### src/rtl/initmem_loader.sv
// initmem_loader: boot-time copy engine. Reads WORD_COUNT words from a source
// Avalon-MM port, writes them to a destination RAM, optionally reads each one
// back and compares, then flags done or the first mismatching address.
module initmem_loader #(
   parameter int unsigned DATA_WIDTH     = 32,
   parameter int unsigned SRC_ADDR_WIDTH = 17,
   parameter int unsigned DST_ADDR_WIDTH = 12,
   parameter int unsigned WORD_COUNT     = 1024,
   parameter int unsigned SRC_BASE       = 0,
   parameter int unsigned DST_BASE       = 0,
   parameter int unsigned VERIFY         = 1,
   parameter int unsigned AUTOSTART      = 1
) (
   input  logic                      clk,
   input  logic                      reset,
   output logic [SRC_ADDR_WIDTH-1:0] avm_src_address,
   output logic                      avm_src_read,
   input  logic                      avm_src_waitrequest,
   input  logic                      avm_src_readdatavalid,
   input  logic [DATA_WIDTH-1:0]     avm_src_readdata,
   output logic [DST_ADDR_WIDTH-1:0] avm_dst_address,
   output logic                      avm_dst_write,
   output logic                      avm_dst_read,
   output logic [DATA_WIDTH-1:0]     avm_dst_writedata,
   input  logic                      avm_dst_waitrequest,
   input  logic                      avm_dst_readdatavalid,
   input  logic [DATA_WIDTH-1:0]     avm_dst_readdata,
   input  logic                      coe_start,
   output logic                      coe_initdone,
   output logic                      coe_initerror,
   output logic [DST_ADDR_WIDTH-1:0] coe_erraddr
);

   typedef enum logic [2:0] {
      ST_IDLE,
      ST_SRC_RD,
      ST_SRC_WAIT,
      ST_DST_WR,
      ST_DST_RD,
      ST_DST_WAIT,
      ST_DONE,
      ST_ERROR
   } state_t;

   localparam logic [SRC_ADDR_WIDTH-1:0] SRC_BASE_A = SRC_ADDR_WIDTH'(SRC_BASE);
   localparam logic [DST_ADDR_WIDTH-1:0] DST_BASE_A = DST_ADDR_WIDTH'(DST_BASE);
   localparam logic [DST_ADDR_WIDTH-1:0] LAST_IDX   = DST_ADDR_WIDTH'(WORD_COUNT - 1);

   state_t                    state_q, state_d;
   logic [DST_ADDR_WIDTH-1:0] idx_q, idx_d;
   logic [SRC_ADDR_WIDTH-1:0] src_addr_q, src_addr_d;
   logic                      src_read_q, src_read_d;
   logic [DST_ADDR_WIDTH-1:0] dst_addr_q, dst_addr_d;
   logic                      dst_write_q, dst_write_d;
   logic                      dst_read_q, dst_read_d;
   // Holds the word fetched from the source; doubles as the verify reference.
   logic [DATA_WIDTH-1:0]     wdata_q, wdata_d;
   logic                      initdone_q, initdone_d;
   logic                      initerror_q, initerror_d;
   logic [DST_ADDR_WIDTH-1:0] erraddr_q, erraddr_d;
   logic                      start_prev_q;

   logic                      start_rise;
   logic                      latch_src;
   logic                      chk_rd;
   logic                      advance;
   logic                      launch;
   logic                      issue_rd;
   logic [DST_ADDR_WIDTH-1:0] rd_idx;

   // Next-state and next-output computation for the copy/verify sequencer.
   always_comb begin
      state_d     = state_q;
      idx_d       = idx_q;
      src_addr_d  = src_addr_q;
      src_read_d  = src_read_q;
      dst_addr_d  = dst_addr_q;
      dst_write_d = dst_write_q;
      dst_read_d  = dst_read_q;
      wdata_d     = wdata_q;
      initdone_d  = initdone_q;
      initerror_d = initerror_q;
      erraddr_d   = erraddr_q;
      start_rise  = coe_start & ~start_prev_q;
      latch_src   = 1'b0;
      chk_rd      = 1'b0;
      advance     = 1'b0;
      launch      = 1'b0;
      issue_rd    = 1'b0;
      rd_idx      = idx_q;

      case (state_q)
         ST_IDLE: begin
            if ((AUTOSTART != 0) || start_rise) launch = 1'b1;
         end
         ST_SRC_RD: begin
            if (!avm_src_waitrequest) begin
               src_read_d = 1'b0;
               if (avm_src_readdatavalid) latch_src = 1'b1;
               else                       state_d   = ST_SRC_WAIT;
            end
         end
         ST_SRC_WAIT: begin
            if (avm_src_readdatavalid) latch_src = 1'b1;
         end
         ST_DST_WR: begin
            if (!avm_dst_waitrequest) begin
               dst_write_d = 1'b0;
               if (VERIFY != 0) begin
                  state_d    = ST_DST_RD;
                  dst_read_d = 1'b1;
               end else begin
                  advance = 1'b1;
               end
            end
         end
         ST_DST_RD: begin
            if (!avm_dst_waitrequest) begin
               dst_read_d = 1'b0;
               if (avm_dst_readdatavalid) chk_rd  = 1'b1;
               else                       state_d = ST_DST_WAIT;
            end
         end
         ST_DST_WAIT: begin
            if (avm_dst_readdatavalid) chk_rd = 1'b1;
         end
         ST_DONE, ST_ERROR: begin
            if (start_rise) launch = 1'b1;
         end
         default: ;
      endcase

      // Source word arrived: capture it and present the destination write.
      if (latch_src) begin
         wdata_d     = avm_src_readdata;
         dst_addr_d  = DST_BASE_A + idx_q;
         dst_write_d = 1'b1;
         state_d     = ST_DST_WR;
      end

      if (chk_rd) begin
         if (avm_dst_readdata != wdata_q) begin
            state_d     = ST_ERROR;
            initerror_d = 1'b1;
            erraddr_d   = dst_addr_q;
         end else begin
            advance = 1'b1;
         end
      end

      if (advance) begin
         if (idx_q == LAST_IDX) begin
            state_d    = ST_DONE;
            initdone_d = 1'b1;
         end else begin
            issue_rd = 1'b1;
            rd_idx   = idx_q + DST_ADDR_WIDTH'(1);
         end
      end

      // New run: erraddr is deliberately left holding the last failure.
      if (launch) begin
         issue_rd    = 1'b1;
         rd_idx      = '0;
         initdone_d  = 1'b0;
         initerror_d = 1'b0;
      end

      if (issue_rd) begin
         idx_d      = rd_idx;
         state_d    = ST_SRC_RD;
         src_read_d = 1'b1;
         src_addr_d = SRC_BASE_A + SRC_ADDR_WIDTH'(rd_idx);
      end
   end

   // State and registered outputs; start edge detector resets high so a level
   // held through reset is not seen as an edge.
   always_ff @(posedge clk or posedge reset) begin
      if (reset) begin
         state_q      <= ST_IDLE;
         idx_q        <= '0;
         src_addr_q   <= '0;
         src_read_q   <= 1'b0;
         dst_addr_q   <= '0;
         dst_write_q  <= 1'b0;
         dst_read_q   <= 1'b0;
         wdata_q      <= '0;
         initdone_q   <= 1'b0;
         initerror_q  <= 1'b0;
         erraddr_q    <= '0;
         start_prev_q <= 1'b1;
      end else begin
         state_q      <= state_d;
         idx_q        <= idx_d;
         src_addr_q   <= src_addr_d;
         src_read_q   <= src_read_d;
         dst_addr_q   <= dst_addr_d;
         dst_write_q  <= dst_write_d;
         dst_read_q   <= dst_read_d;
         wdata_q      <= wdata_d;
         initdone_q   <= initdone_d;
         initerror_q  <= initerror_d;
         erraddr_q    <= erraddr_d;
         start_prev_q <= coe_start;
      end
   end

   assign avm_src_address   = src_addr_q;
   assign avm_src_read      = src_read_q;
   assign avm_dst_address   = dst_addr_q;
   assign avm_dst_write     = dst_write_q;
   assign avm_dst_read      = dst_read_q;
   assign avm_dst_writedata = wdata_q;
   assign coe_initdone      = initdone_q;
   assign coe_initerror     = initerror_q;
   assign coe_erraddr       = erraddr_q;

endmodule

### config.mk
export PLATFORM = sky130hd
export DESIGN_NAME = initmem_loader
export DESIGN_NICKNAME = d
export VERILOG_FILES = /design/src/rtl/initmem_loader.sv
export SDC_FILE = /design/constraint.sdc
export NUM_CORES = 1
export LEC_CHECK = 0
export BUFFER_PORTS_ARGS = -buffer_cell sky130_fd_sc_hd__buf_2
export CORE_MARGIN = 2
export CORE_UTILIZATION = 30
export DETAILED_ROUTE_END_ITERATION = 10
export SLEW_MARGIN = 10
export SYNTH_ARGS = -nofsm -noshare
export SYNTH_HDL_FRONTEND = slang
export SYNTH_SLANG_ARGS = --single-unit
export TNS_END_PERCENT = 1
### constraint.sdc
create_clock -name clk -period 3.95 [get_ports clk]
set_input_delay 1.185 -clock clk [delete_from_list [all_inputs] [get_ports clk]]
set_output_delay 1.185 -clock clk [all_outputs]
set_load 0.05 [all_outputs]
Word level (Yosys, flattened, before mapping) --
Cells that the tools add are included.
Storage, ports and cells: bits in registers 77
Cells by class: $add $sub $neg 1, eq/ne operators 14, multiplexer cells 42, bitwise logic cells 2, reduce and logical (&&, ||, !) cells 16
Operators with widths (count):
- $mux 12 | 3
- $mux 3 | 11
- $ne 32x32->1 | 1
- $mux 1 | 23
- $reduce_bool 2->1 | 7
- $add 12x1->12 const B | 1
- $eq 12x10->1 const B | 1
- $eq 3x3->1 const B | 4
- $reduce_and 2->1 | 5
- $pmux 3 s3 | 1
- $pmux 1 s2 | 4
- $eq 3x2->1 const B | 2
- $ne 2x2->1 const B | 3
- $reduce_and 3->1 | 2
- $ne 2x1->1 const B | 2
- $eq 3x1->1 const B | 1
- $logic_not 3->1 | 1
- $reduce_or 2->1 | 1
- $and 1x1->1 | 1
- $not 1->1 | 1

Depth between registers and ports, before layout --
Gate-level depths: netlist of the first run.
depth after elaboration 9, gate-level depth with buffers 8, depth with buffers taken out 7

Worst setup path before layout of the first run --
No wires, ideal clock.
path kind input-to-reg, from input port avm_dst_readdata[28], to register src_addr_q[4], in the netlist avm_src_address[4], data arrival time 2.722 ns, required time 3.872 ns, slack 1.150 ns, cell stages on the path 7, buffers on the path 1, cell sequence xor2_1 -> nor4_1 -> nand4_1 -> or2_1 -> buf_6 -> or4_1 -> a21oi_1
On the way: longest elaborated chain between the ends 6
Ends and longest elaborated chain:
- start, declared | line 27 | input logic [DATA_WIDTH-1:0] avm_dst_readdata,
- $ne 32x32->1 (*) | line 142 | if (avm_dst_readdata != wdata_q) begin
- $mux 1 (*) | line 142
- $mux 1 (*) | line 141 | if (chk_rd) begin
- $mux 1 | line 151 | if (advance) begin
- $mux 1 | line 162 | if (launch) begin
- $reduce_and 3->1 (no line) (*)
- end signal, assigned | line 196 | src_addr_q <= src_addr_d;
- end, declared | line 51 | logic [SRC_ADDR_WIDTH-1:0] src_addr_q, src_addr_d;
Every way passes the cells marked *; elsewhere a longest branch is shown, timed or not. A chain may end at the register's enable or synchronous reset.

Final worst setup path of the first run --
from input port avm_dst_readdata[28], to register erraddr_q[7], in the netlist coe_erraddr[7]
On the way: longest elaborated chain between the ends 2
Ends and longest elaborated chain:
- $ne 32x32->1 | line 142
- $reduce_and 2->1 (no line)
- end signal, assigned | line 204 | erraddr_q <= erraddr_d;
- end, declared | line 60 | logic [DST_ADDR_WIDTH-1:0] erraddr_q, erraddr_d;
No other way between the ends.

==> results of run 1 <==
registers in the layout, indices dropped and copies added, names as in the netlist:
signal,flops
avm_src_read,1
coe_initdone,1
avm_src_address,12
coe_initerror,1
avm_dst_address,12
avm_dst_write,1
coe_erraddr,12
avm_dst_writedata,32
start_prev_q,1
avm_dst_read,1
state_q,3
synthesized netlist by cell type, types with 2 or more instances:
library cell / instances
xor2_1: 32
nor4_1: 9
mux2i_1: 3
nand2_1: 15
nor3b_1: 3
and3_1: 3
o311a_1: 2
buf_4: 5
mux2_2: 57
a41o_1: 3
or4_1: 2
a21oi_1: 5
nand3b_1: 3
nand3_1: 4
nand2b_1: 6
clkbuf_1: 6
nor3_1: 5
and2_1: 2
nand4_1: 4
o21ai_0: 5
a31oi_1: 4
o31ai_1: 4
o21a_1: 2
dfrtp_1: 76
and4_1: 2
inv_1: 3
buf_2: 7
nor2_1: 9
per-layer routing:
metal,global-route usage (%),share of wire [%],vias up
met1,16.7,42,1337
met2,23.7,50,97
li1,-,-,1327
met5,0,0,-
met4,5.85,1.7,0
met3,3.29,6.8,11
placed cells by master (no fill, tap or decap), types with 4 or more instances in the layout:
cell       synthesis  layout
a21oi_1            5       5
a31oi_1            4       4
buf_2              7     143
buf_4              5       4
clkbuf_16          0       9
conb_1             1       5
dfrtp_1           76      76
mux2_2            57      57
nand2_1           15      15
nand2b_1           6       6
nand3_1            4       4
nand4_1            4       4
nor2_1             9       9
nor3_1             5       5
nor4_1             9       9
o21ai_0            5       5
o31ai_1            4       4
xor2_1            32      32
through the flow:
| step | util (%) | instances |
|---|---|---|
| after floorplan | - | 299 |
| after global routing | 40.1 | 589 |
| final | 40.1 | 589 |
| after global placement | 37.5 | 574 |
| after detailed placement | 37.5 | 574 |
| after CTS | 40.1 | 589 |
worst max-delay path by stage:
stage | start | to | slack, ns | cells past startpoint
after floorplan | reset | avm_dst_address[0] | 0.80 | 1
after global placement | avm_dst_readdata[31] | coe_erraddr[0] | 0.38 | 7
after detailed placement | avm_dst_readdata[28] | coe_erraddr[2] | 0.34 | 7
after CTS | avm_dst_readdata[28] | coe_erraddr[7] | 0.70 | 7
after global routing | avm_dst_readdata[0] | coe_erraddr[7] | 0.59 | 7
final | avm_dst_readdata[28] | coe_erraddr[7] | 0.72 | 7
final cells by class:
class	count	area [um2]	share of cell area [%]
clock inverters	4	47.5	0.996
inverters	3	13.8	0.288
well taps	147	184	3.85
repair buffers	147	746	15.6
flip-flops and latches	77	1930	40.4
clock buffers	11	253	5.29
multi-input cells	200	1600	33.6
kinds of logic (layout without fill, tap and decap cells):
group | after synthesis | after routing | synth area share [%]
adders and majority gates | 1 | 1 | 0.344
other | 1 | 5 | 0.103
AOI/OAI and AO/OA | 30 | 30 | 5.92
DFF | 77 | 77 | 53.1
and+or+nand+nor | 71 | 71 | 10.9
buffers and inverters | 22 | 165 | 3.24
xor gates and xnor gates | 33 | 33 | 7.96
muxes | 60 | 60 | 18.5
power by group:
group          total, mW  switching [mW]  internal (mW)
sequential          1.20           0.201          0.994
clock              0.827           0.309          0.518
combinational       1.54            1.04          0.497
==> run metrics, run 1 <==
via/cell ratio 4.71; DR iter-0 viols 95; clock slew at reported path FFs 0.06 ns; sequential area share after synthesis 53.1%; TritonCTS Buffers 9; Fin Hold WS approximately 0.49 ns; Startpoint Class input pin; Routed WL per cell around 15 um; syn_area_per_cell approximately 12 um2; row cnt 40; worst setup path class input pin to flip-flop; CTS Buffer Depth 2; layout cells sized above 1 50.7%; Final ANT Viol Nets 0; post-cts sizing count 0; RD Place Congestion 0.781; via count roughly 2.8k; Hold Path Stages 1; DP HPWL about 6400 um; gr ovfl total 0; FILL cells about 1.2k; fin crit share between 80% and 90%; PortBufs roughly 140; Die Y-Extent between 100 and 150 um; CP Capture Type flip-flop; setup ws final between 0.7 and 0.8 ns; CP max FO 13; cell family with most CP delay simple AND/OR/NAND/NOR gates; Hold Violations, Final 0; DP Worst Slack around 0.34 ns; Post-CTS Setup Bufs 0; Clock Skews 0.00571 ns; setup TNS 0 ns; WHS Endpoint coe_initdone; Peak Freq 309 MHz; minimum clock period 3.23 ns; LEAKAGE ~2.4 nW; largest cells by area after synthesis dfrtp_1, mux2_2, xor2_1; FF-to-FF End coe_erraddr[7]; pwr dens ~750 mW/mm2; reg2reg path depth 6; final number of setup-violating endpoints 0; worst slew pin tran around 0.77 ns; Slew HR 49.0%; Hold Startpoint coe_initdone; Starting Density 30.5%; WP buf/inv 1; first-pass GRT wire length ~14,000 um; Slew Viols, Final 0; Core Region about 0.012 mm2; FFs w/ async S/R, synth 100%; Root Buffer clkbuf_16; Max stage delay on crit path 0.55 ns; hold crit path type flip-flop to flip-flop; Distinct cells, synth 42; TritonRoute pass-1 iters 4; CP max stage cell nand2_1; final WL roughly 8800 um; Finished Cell Area around 0.0048 mm2; Synth Cell Area 0.00363 mm2; # clock sinks a little under 80; Syn. warnings 0; clk_lat worst skew between 0.3 and 0.4 ns; worst path cell trace buf_2 > xor2_1 > nor4_1 > nand4_1 > or2_1 > nand2_1 > mux2_2; dominant cell type by area after synthesis dfrtp_1; Cells after Synth approximately 300; Layout Area Growth over Synthesis 31.4%; ys flop type dfrtp_1; Worst Path Required ~4.2 ns; placed cell area 0.00447 mm2; CTS tree yes; internal reg-to-reg setup slack around 1.2 ns; worst vdd ir approximately 0.00046 V; vias in the first global route 2,800; hold-fix buffers at CTS 0; area fraction of the dominant cell type after synthesis between 50% and 60%; r2r startpoint avm_dst_writedata[28]; GR Util All Layers 13.8%; initial antenna violation count 0; DRC viols 0; Yosys reg bits between 70 and 80; Die W 114 um; nets@finish just over 500; # IOs 149; max-cap violations 0; EDFF count, synth 0; # H-tree levels 3; status complete, no violations; crit path DAT ~3.4 ns; Diodes inserted 0; RSZ-0062 raised after global routing false; total chip power between 3 and 4 mW; largest net degree at the start of global routing between 60 and 70; Die Area about 0.013 mm2
No activity file was read; power rests on OpenSTA's default activity.
==> inputs of run 2 (changes only) <==
==> constraint.sdc (replaced) <==
create_clock -name clk -period 2.7 [get_ports clk]
set_input_delay 0.81 -clock clk [delete_from_list [all_inputs] [get_ports clk]]
set_output_delay 0.81 -clock clk [all_outputs]
set_load 0.05 [all_outputs]
==> run 2 against run 1 <==
Against the previous run:
- highest routed layer unchanged
- core utilization rose by 2.0 points
- sequential share of layout area shrank 1.9 points
- clock power rose by 69%
- largest power group unchanged
- critical path depth is 2 higher
- final cell count rose by 3.2%
- count of clock-buffer cells in the layout decreased by 1
- setup slack got worse by 0.52 ns
==> run metrics, run 2 (synthesis gave the netlist of run 1 again) <==
# clock sinks 77; worst setup path class input pin to flip-flop; Die W about 110 um; initial antenna violation count 0; Final ANT Viol Nets 0; CP Capture Type flip-flop; Peak Freq approximately 400 MHz; hold crit path type flip-flop to flip-flop; Hold Violations, Final 0; Core Region roughly 0.012 mm2; vias in the first global route a little under 3k; CP max FO 10; most frequent cells in the layout buf_2, dfrtp_1, mux2_2; Worst Path Required between 2 and 3 ns; RSZ-0062 raised after global routing false; worst vdd ir 0.000507 V; LEAKAGE 2.56 nW; clock slew at reported path FFs around 0.06 ns; Gate power share a little over two fifths; # IOs approximately 150; Fin Hold WS just under 0.5 ns; DR iter-0 viols 64; Slew HR 62.2%; worst slew pin tran roughly 0.57 ns; final WL between 8000 and 9000 um; minimum clock period 2.50 ns; DP HPWL 6540 um; first-pass GRT wire length 14,300 um; TritonRoute pass-1 iters 6; RD Place Congestion a little over 0.8; Sw Pwr 2.32 mW; # H-tree levels 3; largest net degree at the start of global routing between 70 and 80; GR Util All Layers between 10% and 20%; hold-fix buffers at CTS 0; PortBufs between 100 and 150; Die Y-Extent around 110 um; nets@finish 528; final core utilization roughly 42%; clk_lat worst skew about 0.34 ns; setup TNS 0 ns; commonest non-fill, non-tap cell in the layout buf_2; Diodes inserted 0; CTS tree yes; max-cap violations 0; Root Buffer clkbuf_16; CTS Buffer Depth 2; switch share 42.4%; via/cell ratio 4.68; via count 2,845; DRC viols 0; TritonCTS Buffers 9; pwr dens 1090 mW/mm2; clock power share about 26%; Clock Skews around 0.0055 ns; internal power between 3 and 4 mW; Largest register FFs 32; layout cells sized above 1 53.4%; Slew Viols, Final 0; Seq pwr share roughly 32%; row cnt 40; Die Area about 0.013 mm2; crit path DAT between 2 and 3 ns; status complete, no violations; Routed WL per cell around 15 um; Post-CTS Setup Bufs 0; fin crit share 92.6%; Layout Area Growth over Synthesis 38.0%; Startpoint Class input pin; gr ovfl total 0; Starting Density between 30% and 40%; final number of setup-violating endpoints 0
[run 2: path summary, 6_finish.rpt]
check	from	to	slack (ns)	cells after the start
worst max-delay path	avm_dst_readdata[23]	coe_erraddr[10]	0.20	9
worst min-delay path	avm_src_read	avm_src_read	0.49	1
worst max register to register	avm_dst_writedata[23]	coe_erraddr[10]	0.35	8
worst min register to register	avm_src_read	avm_src_read	0.49	1
max in group asynchronous	reset	avm_dst_writedata[0]	1.79	3
min in group asynchronous	reset	avm_dst_writedata[30]	0.56	3
[run 2: power groups by stage]
stage	logic, mW	clock network [mW]	registers [mW]
CTS	2.34	1.44	1.76
global placement	2.30	0	1.76
finish	2.32	1.40	1.76
floorplan	0.859	0	2.65
global route	2.46	1.50	1.80
detailed placement	2.33	0	1.78
[run 2: through the flow]
stage / instance area (um2) / power [mW] / setup WS (ns) / cells
2_1_floorplan: 3650 / 3.51 / 0.275 / 299
3_3_place_gp: 4650 / 4.06 / -0.260 / 592
3_5_place_dp: 4650 / 4.11 / -0.348 / 592
4_1_cts: 5000 / 5.54 / 0.0759 / 608
5_1_grt: 5010 / 5.76 / 0.0669 / 608
6_report: 5010 / 5.47 / 0.199 / 608
[run 2: layout make-up]
cell class	count	area (um2)
multi-input cells	200	1620
well taps	147	184
inverters	3	15.0
flip-flops and latches	77	1930
repair buffers	165	918
clock inverters	6	110
fillers	1150	6900
clock buffers	10	239
[run 2: what timing repair did]
| item | 4_1_cts | 5_1_grt |
|---|---|---|
| gates resized for setup | 1 | 2 |
| setup endpoints to repair | 4 | 10 |
| endpoints found under the hold margin | 0 | 0 |
| pin swaps | 0 | 0 |
[run 2: critical path: stages]
cell     delay, ns
buf_2         0.10
xor2_1        0.13
nor4_1        0.32
buf_4         0.16
nand4_1       0.17
or2_4         0.36
nand2_1       0.15
buf_4         0.17
mux2_2        0.33
[run 2: layer usage]
layer | up-vias | wire, um | track usage, %
met5 | - | 0 | 0
met3 | 12 | 434 | 3.56
met2 | 91 | 4420 | 23.0
li1 | 1365 | - | -
met4 | 0 | 132 | 6.26
met1 | 1377 | 3990 | 17.7
==> inputs of run 3 (changes only) <==
--- a/config.mk
+++ b/config.mk
@@ -6,7 +6,6 @@
 export NUM_CORES = 1
 export LEC_CHECK = 0
 export BUFFER_PORTS_ARGS = -buffer_cell sky130_fd_sc_hd__buf_2
-export CORE_MARGIN = 2
 export CORE_UTILIZATION = 30
 export DETAILED_ROUTE_END_ITERATION = 10
 export SLEW_MARGIN = 10
==> run 3 against run 2 <==
Against the previous run:
- the flow now finishes with violations (DRC)
- largest cell class unchanged
- combinational power is essentially flat
- total power shrank 5.8%
- design area shrank 2.1%
- final cell count shrank 1.2%
- maximum frequency shrank 1.0%
==> run metrics, run 3 (synthesis gave the netlist of run 1 again) <==
CP Launch Point avm_dst_readdata[28]; M2 GR Usage between 20% and 30%; DP HPWL about 6500 um; gr ovfl total 0; TritonCTS Buffers 9; Largest register FFs 32; Worst Path Required about 2.9 ns; Multi-input gate area approximately 0.0016 mm2; switch share 44.4%; CP Capture Type flip-flop; Routed WL per cell 14.6 um; Diodes inserted 0; Die Area between 0.01 and 0.015 mm2; TritonRoute pass-1 iters 9; minimum clock period around 2.5 ns; LEAKAGE 2.51 nW; Starting Density between 30 and 40%; initial antenna violation count 0; Final ANT Viol Nets 0; clock slew at reported path FFs approximately 0.06 ns; via/cell ratio roughly 4.8; # IOs approximately 150; violated checks DRC; DR iter-0 viols 74; FILL cells ~1.1k; clock power share between 20% and 30%; Slew HR between 30% and 40%; # clock sinks 77; via count between 2k and 3k; worst slew pin tran roughly 0.92 ns; crit path capture avm_src_address[6]; hold crit path type input pin to async pin; pwr dens ~1100 mW/mm2; Root Buffer clkbuf_16; RD Place Congestion 0.752; worst vdd ir about 0.00052 V; most frequent cells in the layout buf_2, dfrtp_1, mux2_2; DRC viols 11; GR Util All Layers between 10% and 20%; status finished with violations; first-pass GRT wire length approximately 14,000 um; Peak Freq just under 400 MHz; r2r startpoint avm_dst_writedata[28]; Register Area between 0.0015 and 0.002 mm2; Seq pwr share 33.9%; GR Util met1 17.9%; Hold Violations, Final 0; clk_lat worst skew between 0.3 and 0.4 ns; post-placement cell count 585; internal power about 2.9 mW; vias in the first global route around 2.9k; hold-fix buffers at CTS 0; final number of setup-violating endpoints 0; CP max FO 6; Post-CTS Setup Bufs 0; fin crit share slightly above 90%; final WL ~8700 um; commonest non-fill, non-tap cell in the layout buf_2; nets@finish 525; PortBufs approximately 140; row cnt 39; Gate power share 44.6%; met3 Use GR a little under 4%; Die W between 100 and 150 um; Startpoint Class input pin; Slew Viols, Final 0; CTS Buffer Depth 2; GR peak layer met2; CTS tree yes; Layout Area Growth over Synthesis 35.0%; total chip power 5.15 mW; crit path DAT approximately 2.8 ns; Clock Skews 0.00645 ns; Die Y-Extent ~110 um; largest net degree at the start of global routing 47; Sw Pwr approximately 2.3 mW; # H-tree levels 3; internal reg-to-reg setup slack between 0.3 and 0.4 ns; RSZ-0062 raised after global routing false; post-cts sizing count 0; FF-to-FF End avm_src_address[6]; Fin Hold WS around 0.46 ns; worst setup path class input pin to flip-flop; Core Region approximately 0.012 mm2; max-cap violations 0; layout cells sized above 1 52.4%; reg2reg path depth 7; Post-Layout Cell Count roughly 600
run 3: power groups by stage:
stage                     registers (mW)  clock network [mW]  logic (mW)
after detailed placement            1.77                   0        2.33
after global routing                1.79                1.19        2.44
after floorplan                     2.65                   0       0.859
final                               1.75                1.11        2.30
after CTS                           1.75                1.15        2.33
after global placement              1.75                   0        2.31
run 3: stage by stage:
stage               TNS (ns)  instance area [um2]  setup slack, ns  util [%]
floorplan                  0                 3650            0.275         -
global placement       -3.44                 4620           -0.204      39.8
detailed placement     -3.75                 4620           -0.224      39.8
CTS                        0                 4900            0.133      42.2
global route               0                 4900           0.0869      42.2
finish                     0                 4900            0.173      42.2
run 3: final cells by class:
cell class / count / share of cell area (%)
Timing Repair Buffer: 162 / 18.3
Inverter: 3 / 0.306
Sequential cell: 77 / 39.3
Clock buffer: 11 / 4.95
Tap cell: 143 / 3.65
Multi-Input combinational cell: 200 / 32.8
Clock inverter: 5 / 0.740
run 3: worst min-delay path by stage:
stage                 start               endpoint  slack [ns]
6_report              reset  avm_dst_writedata[13]        0.46
5_1_grt               reset             state_q[2]        0.48
4_1_cts               reset  avm_dst_writedata[13]        0.47
3_5_place_dp   coe_initdone           coe_initdone        0.47
3_3_place_gp   avm_src_read           avm_src_read        0.47
2_1_floorplan    state_q[0]           avm_dst_read        0.63
run 3: layer usage:
metal	vias up	part of all wire, %	wire length (um)
met5	-	0	0
met3	7	5.9	518
met1	1414	44	3820
met2	101	50	4330
met4	0	0.91	80
li1	1362	-	-
run 3: worst max-delay path, stage by stage:
cell	delay [ns]
buf_2	0.10
xor2_1	0.13
nor4_1	0.44
nand4_1	0.23
or2_1	0.35
buf_4	0.17
o31a_2	0.33
o21a_1	0.18
